$ cat src/rtl/uart_tx_arbiter.sv
// Round-robin, message-granular sharing of one 8N2 UART transmitter among N byte sources.
// Optional channel tag byte ahead of each message: define UART_ARB_TAG_EN.
module uart_tx_arbiter #(
  parameter int unsigned N        = 2,
  parameter int unsigned TIMEOUT  = 4096,
  parameter logic [7:0]  TAG_BASE = 8'h80
) (
  input  logic             clk,
  input  logic             reset,
  input  logic [N-1:0]     req_valid,
  input  logic [N-1:0]     req_last,
  input  logic [8*N-1:0]   req_data,
  output logic [N-1:0]     req_ready,
  output logic [N-1:0]     grant,
  output logic             uart_wr,
  output logic [7:0]       uart_dat,
  input  logic             uart_busy,
  output logic             abort
);

  localparam int unsigned OW = $clog2(N);
  localparam int unsigned SW = 16;
  localparam logic [SW-1:0] STALL_MAX = '1;
  localparam logic [SW-1:0] STALL_LIM = SW'(TIMEOUT);

  // Tags are TAG_BASE|owner, so the owner field of TAG_BASE must be clear for distinct tags.
  if (N < 2 || N > 8 || TIMEOUT > 65535 || TAG_BASE[OW-1:0] != '0) begin : g_bad_param
    $error("uart_tx_arbiter: illegal parameter combination");
  end

  typedef enum logic [1:0] {
    IDLE = 2'd0,
    TAG  = 2'd1,
    XFER = 2'd2
  } state_t;

  state_t          state;
  logic            guard;
  logic [OW-1:0]   owner;
  logic [OW-1:0]   rr_last;
  logic [SW-1:0]   stall_cnt;

  logic            send_ok;
  logic [7:0]      req_byte [N];
  logic [7:0]      own_byte;
  logic            own_valid;
  logic            own_last;
  logic            accept;
  logic [SW-1:0]   stall_nxt;
  logic            stall_expire;
  logic            win_found;
  logic [OW-1:0]   win_idx;
  logic [N-1:0]    win_oh;
  int unsigned     cand;
  logic [OW-1:0]   cand_idx;

  // guard masks the cycle before the UART's busy flag catches up with a write
  assign send_ok = !uart_busy && !guard && !reset;

  always_comb begin
    for (int i = 0; i < N; i++) begin
      req_byte[i] = req_data[8*i +: 8];
    end
  end

  assign own_byte     = req_byte[owner];
  assign own_valid    = req_valid[owner];
  assign own_last     = req_last[owner];
  assign accept       = (state == XFER) && send_ok && own_valid;
  assign stall_nxt    = (stall_cnt == STALL_MAX) ? stall_cnt : stall_cnt + SW'(1);
  assign stall_expire = (TIMEOUT != 0) && (stall_nxt >= STALL_LIM);

  // Round-robin pick: first valid requester after rr_last, wrapping modulo N
  always_comb begin
    win_found = 1'b0;
    win_idx   = '0;
    cand      = 0;
    cand_idx  = '0;
    for (int unsigned k = 1; k <= N; k++) begin
      cand = 32'(rr_last) + k;
      if (cand >= N) cand = cand - N;
      cand_idx = OW'(cand);
      if (!win_found && req_valid[cand_idx]) begin
        win_found = 1'b1;
        win_idx   = cand_idx;
      end
    end
    win_oh = '0;
    for (int i = 0; i < N; i++) begin
      win_oh[i] = (win_idx == OW'(i));
    end
  end

  // Write strobe and ready follow send_ok in the same cycle so no byte waits an extra clock
  always_comb begin
    req_ready = '0;
    uart_wr   = 1'b0;
    uart_dat  = '0;
    case (state)
      XFER: begin
        if (send_ok) begin
          req_ready = grant;
          if (own_valid) begin
            uart_wr  = 1'b1;
            uart_dat = own_byte;
          end
        end
      end
`ifdef UART_ARB_TAG_EN
      TAG: begin
        if (send_ok) begin
          uart_wr  = 1'b1;
          uart_dat = TAG_BASE | 8'(owner);
        end
      end
`endif
      default: ;
    endcase
  end

  always_ff @(posedge clk) begin
    if (reset) begin
      state     <= IDLE;
      guard     <= 1'b1;
      owner     <= '0;
      rr_last   <= OW'(N-1);
      stall_cnt <= '0;
      grant     <= '0;
      abort     <= 1'b0;
    end else begin
      guard <= uart_wr;
      abort <= 1'b0;
      case (state)
        IDLE: begin
          stall_cnt <= '0;
          if (win_found) begin
            owner <= win_idx;
            grant <= win_oh;
`ifdef UART_ARB_TAG_EN
            state <= TAG;
`else
            state <= XFER;
`endif
          end
        end
`ifdef UART_ARB_TAG_EN
        TAG: begin
          if (send_ok) state <= XFER;
        end
`endif
        XFER: begin
          if (accept) begin
            stall_cnt <= '0;
            if (own_last) begin
              rr_last <= owner;
              grant   <= '0;
              state   <= IDLE;
            end
          end else if (!own_valid) begin
            // Owner went quiet mid-message: revoke once the stall budget is used up
            if (stall_expire) begin
              abort     <= 1'b1;
              grant     <= '0;
              rr_last   <= owner;
              stall_cnt <= '0;
              state     <= IDLE;
            end else begin
              stall_cnt <= stall_nxt;
            end
          end
        end
        default: begin
          grant <= '0;
          state <= IDLE;
        end
      endcase
    end
  end

endmodule

$ cat config.mk
export PLATFORM = sky130hd
export DESIGN_NAME = uart_tx_arbiter
export DESIGN_NICKNAME = d
export VERILOG_FILES = /design/src/rtl/uart_tx_arbiter.sv
export SDC_FILE = /design/constraint.sdc
export NUM_CORES = 1
export LEC_CHECK = 0
export BUFFER_PORTS_ARGS = -buffer_cell sky130_fd_sc_hd__buf_4
export CAP_MARGIN = 10
export CORE_AREA = 2 2 48 59
export CTS_BUF_LIST = sky130_fd_sc_hd__clkbuf_4
export CTS_CLUSTER_DIAMETER = 150
export CTS_CLUSTER_SIZE = 16
export DETAILED_ROUTE_END_ITERATION = 12
export DIE_AREA = 0 0 50 61
export GPL_TIMING_DRIVEN = 0
export PLACE_DENSITY = 0.88
export SYNTH_ARGS = -nofsm -noshare
export SYNTH_HDL_FRONTEND = slang
export SYNTH_SLANG_ARGS = --single-unit
$ cat constraint.sdc
create_clock -name clk -period 3.9 [get_ports clk]
set_clock_uncertainty 0.15 [all_clocks]
set_input_delay 0 -clock clk [delete_from_list [all_inputs] [get_ports clk]]
set_output_delay 0 -clock clk [all_outputs]
set_load 0.03 [all_outputs]
==> metrics <==
num ports 37; cell taking the most area after synthesis dfxtp_1; Clock Latency Late Sink roughly 0.32 ns; Yosys top cell area share 0.3379; Cell variety after synth 36; Die Span Y between 60 and 70 µm; synthesized net count about 170; Pwr Total 437.1 µW; met1 GRT Util 0.2442; Max Slew Vio Count 0; setup TNS 0 ns; via density per instance 5.454; switching share of power 0.2769; DRC marker count from the first detailed-route iteration 29; Seq pwr share 0.560; CP arrival 2.03 ns; Async S/R FF share, synth 0; layout cell share with drive strength beyond 1 0.3676; placed insts 209; post-DR wirelength/cell between 10 and 15 µm; worst slew pin tran about 0.69 ns; area share of fa/ha/maj cells after synthesis 0.009183; Final Critical Period roughly 2.2 ns; Area Growth Syn to Fin 28.01%; H-tree levels 1; met2 Use GR 0.4286; worst reg2reg startpoint stall_cnt[0]; full die area between 3000 and 4000 µm²; Worst setup EP type output pin; Final WS setup roughly 1.7 ns; critical path peak fanout 10; post-synthesis compound-gate area fraction 0.03765; CTS tree yes; Mean Syn Cell Area slightly below 10 µm²; RSZ-0062 raised after global routing no; crit path buf inv count 2; final core utilization 0.7040; origin of the worst min-delay path req_last[1]; cells along the critical path nor4b_4 -> or2b_1 -> clkbuf_1 -> nor2_1 -> buf_4; number of synthesized flops with an enable pin 0; Post-Layout Cell Count between 200 and 250; CTS clk-pin slew, worst paths ~0.14 ns; commonest cells in the netlist 23 x dfxtp_1, 13 x nor2_1, 13 x nor3_2; total length of routed wires 3160 µm; Crit. Startpoint state[1]; hold_ws between 0.05 and 0.06 ns; Seq/Total Area, Yosys 0.3379; chip width ~50 µm; design area 1744 µm²; Setup Viol. Count Final 0; Worst path slowest cell dfxtp_1; grt total ovfl 0; count leader, synth dfxtp_1; post-synthesis cell count roughly 140; Buffers on Ports 35; GRT Max-Usage Layer met2; Max clock buf depth 2; clock sinks 23; gr usage total 0.2246; relative slew slack 0.5376; first drt pass iteration count 4; Detailed Place HPWL ~2400 µm; Gate power share 0.181; antenna violations before repair 0; clock buffer count from CTS 3; Yosys reg bits 23; Synth Area in XOR/XNOR 0.07071; Synth area leaders dfxtp_1 34%, nor3_2 9.6%, mux2i_1 8.8%; vias in the first global route 1196; Residual DRC 0; clock power share 0.260; RD Place Congestion 0.7268; status completed; fmax 0.4579 GHz; main combinational cell family by area after synthesis simple AND/OR/NAND/NOR gates; Setup Crit Path Kind flip-flop to output pin; power density cells 250.6 nW/µm²; Post-Syn Area 1363 µm²; Max VDD drop 0.2044 mV; Ant. Diodes 0; Via Count 1189; largest net degree at the start of global routing 14; P_sw ~120 µW; Nets 210; pre-CTS setup slack 1.791 ns; Hold WC Path Type input pin to flip-flop; Routed Antenna Nets 0; slowest cell delay on critical path 0.48 ns; Startpoint Class flip-flop; fin crit share 0.5600; max_cap viols 0; Post-synth top flop dfxtp_1; CP delay by family, top simple AND/OR/NAND/NOR gates; first-pass GRT wire length 5154 µm; CTS Root Cell clkbuf_4; simple-gate share of the synthesized area 0.4050; initial core utilization 0.5500; Core Region 2477 µm²; M3 GR Usage 0.04187; Worst EP required 3.75 ns; Std-Cell Rows 20; final hold viol count 0; post-CTS sizing 0; Area after DPL 1667 µm²; Ys Warns 0; P_leak 0.6688 nW; Pint 316.1 µW; mux share of post-synthesis cell area 0.09826
==> worst reg2reg max path, stage by stage (launching register included) <==
cell and delay (ns):
dfxtp_1 0.43, ha_1 0.22, nand4_1 0.14, nor3_1 0.21, mux2i_1 0.41, a21oi_2 0.13, buf_4 0.22, nor3_2 0.17
==> flip-flops by register name, indices dropped and copies added, names as in the netlist <==
signal,count
stall_cnt,16
owner,1
rr_last,1
guard,1
grant,2
abort,1
state,1
==> kinds of logic (layout without fill, tap and decap cells) <==
| logic type | after synthesis | count (layout) |
|---|---|---|
| muxes | 13 | 13 |
| buffers and inverters | 10 | 54 |
| adders and majority gates | 1 | 1 |
| and+or+nand+nor | 76 | 76 |
| DFF | 23 | 23 |
| xor gates and xnor gates | 11 | 11 |
| AOI/OAI and AO/OA | 7 | 7 |
==> area by class of cell <==
cell class,instances,area [µm²]
multi-input cells,108,845.8
fillers,189,733.2
flip-flops and latches,23,460.4
repair buffers,40,312.8
plain buffers,7,45.04
well taps,33,41.29
clock buffers,3,22.52
inverters,3,11.26
clock inverters,1,5.005
==> worst paths after layout <==
| kind | end | slack (ns) | depth (start not counted) |
|---|---|---|---|
| min reg2reg | stall_cnt[13] | 0.36 | 1 |
| min | state[1] | 0.06 | 4 |
| max | uart_dat[0] | 1.72 | 5 |
| max reg2reg | stall_cnt[7] | 1.76 | 7 |
==> power by group through the flow <==
stage	sequential (mW)	clock (mW)	combinational [mW]
6_report	0.245	0.114	0.0790
5_1_grt	0.245	0.124	0.0849
4_1_cts	0.244	0.114	0.0792
3_5_place_dp	0.250	0	0.0750
3_3_place_gp	0.249	0	0.0723
2_1_floorplan	0.251	0	0.0426
==> placed cells by master, fill, tap and decap left out, types with 4 or more instances in the layout <==
cell type,n
dfxtp_1,23
nand2b_1,4
xnor2_1,11
nor3_1,8
mux2i_1,12
buf_4,38
nand3_1,5
and2_1,6
dlygate4sd3_1,5
nor2_1,13
nand2_1,7
nor3_2,13
==> what timing repair did <==
action / CTS / global route
hold buffers: 5 / 0
buffers inserted: 0 / 0
endpoints found under the hold margin: 7 / 0
==> layer usage <==
metal / routed length [µm] / up-vias / part of all wire
li1: - / 586 / -
met1: 1291 / 554 / 0.41
met2: 1652 / 43 / 0.52
met3: 170 / 6 / 0.054
met4: 46 / 0 / 0.015
met5: 0 / - / 0
Power figures use the tool's default switching activity.
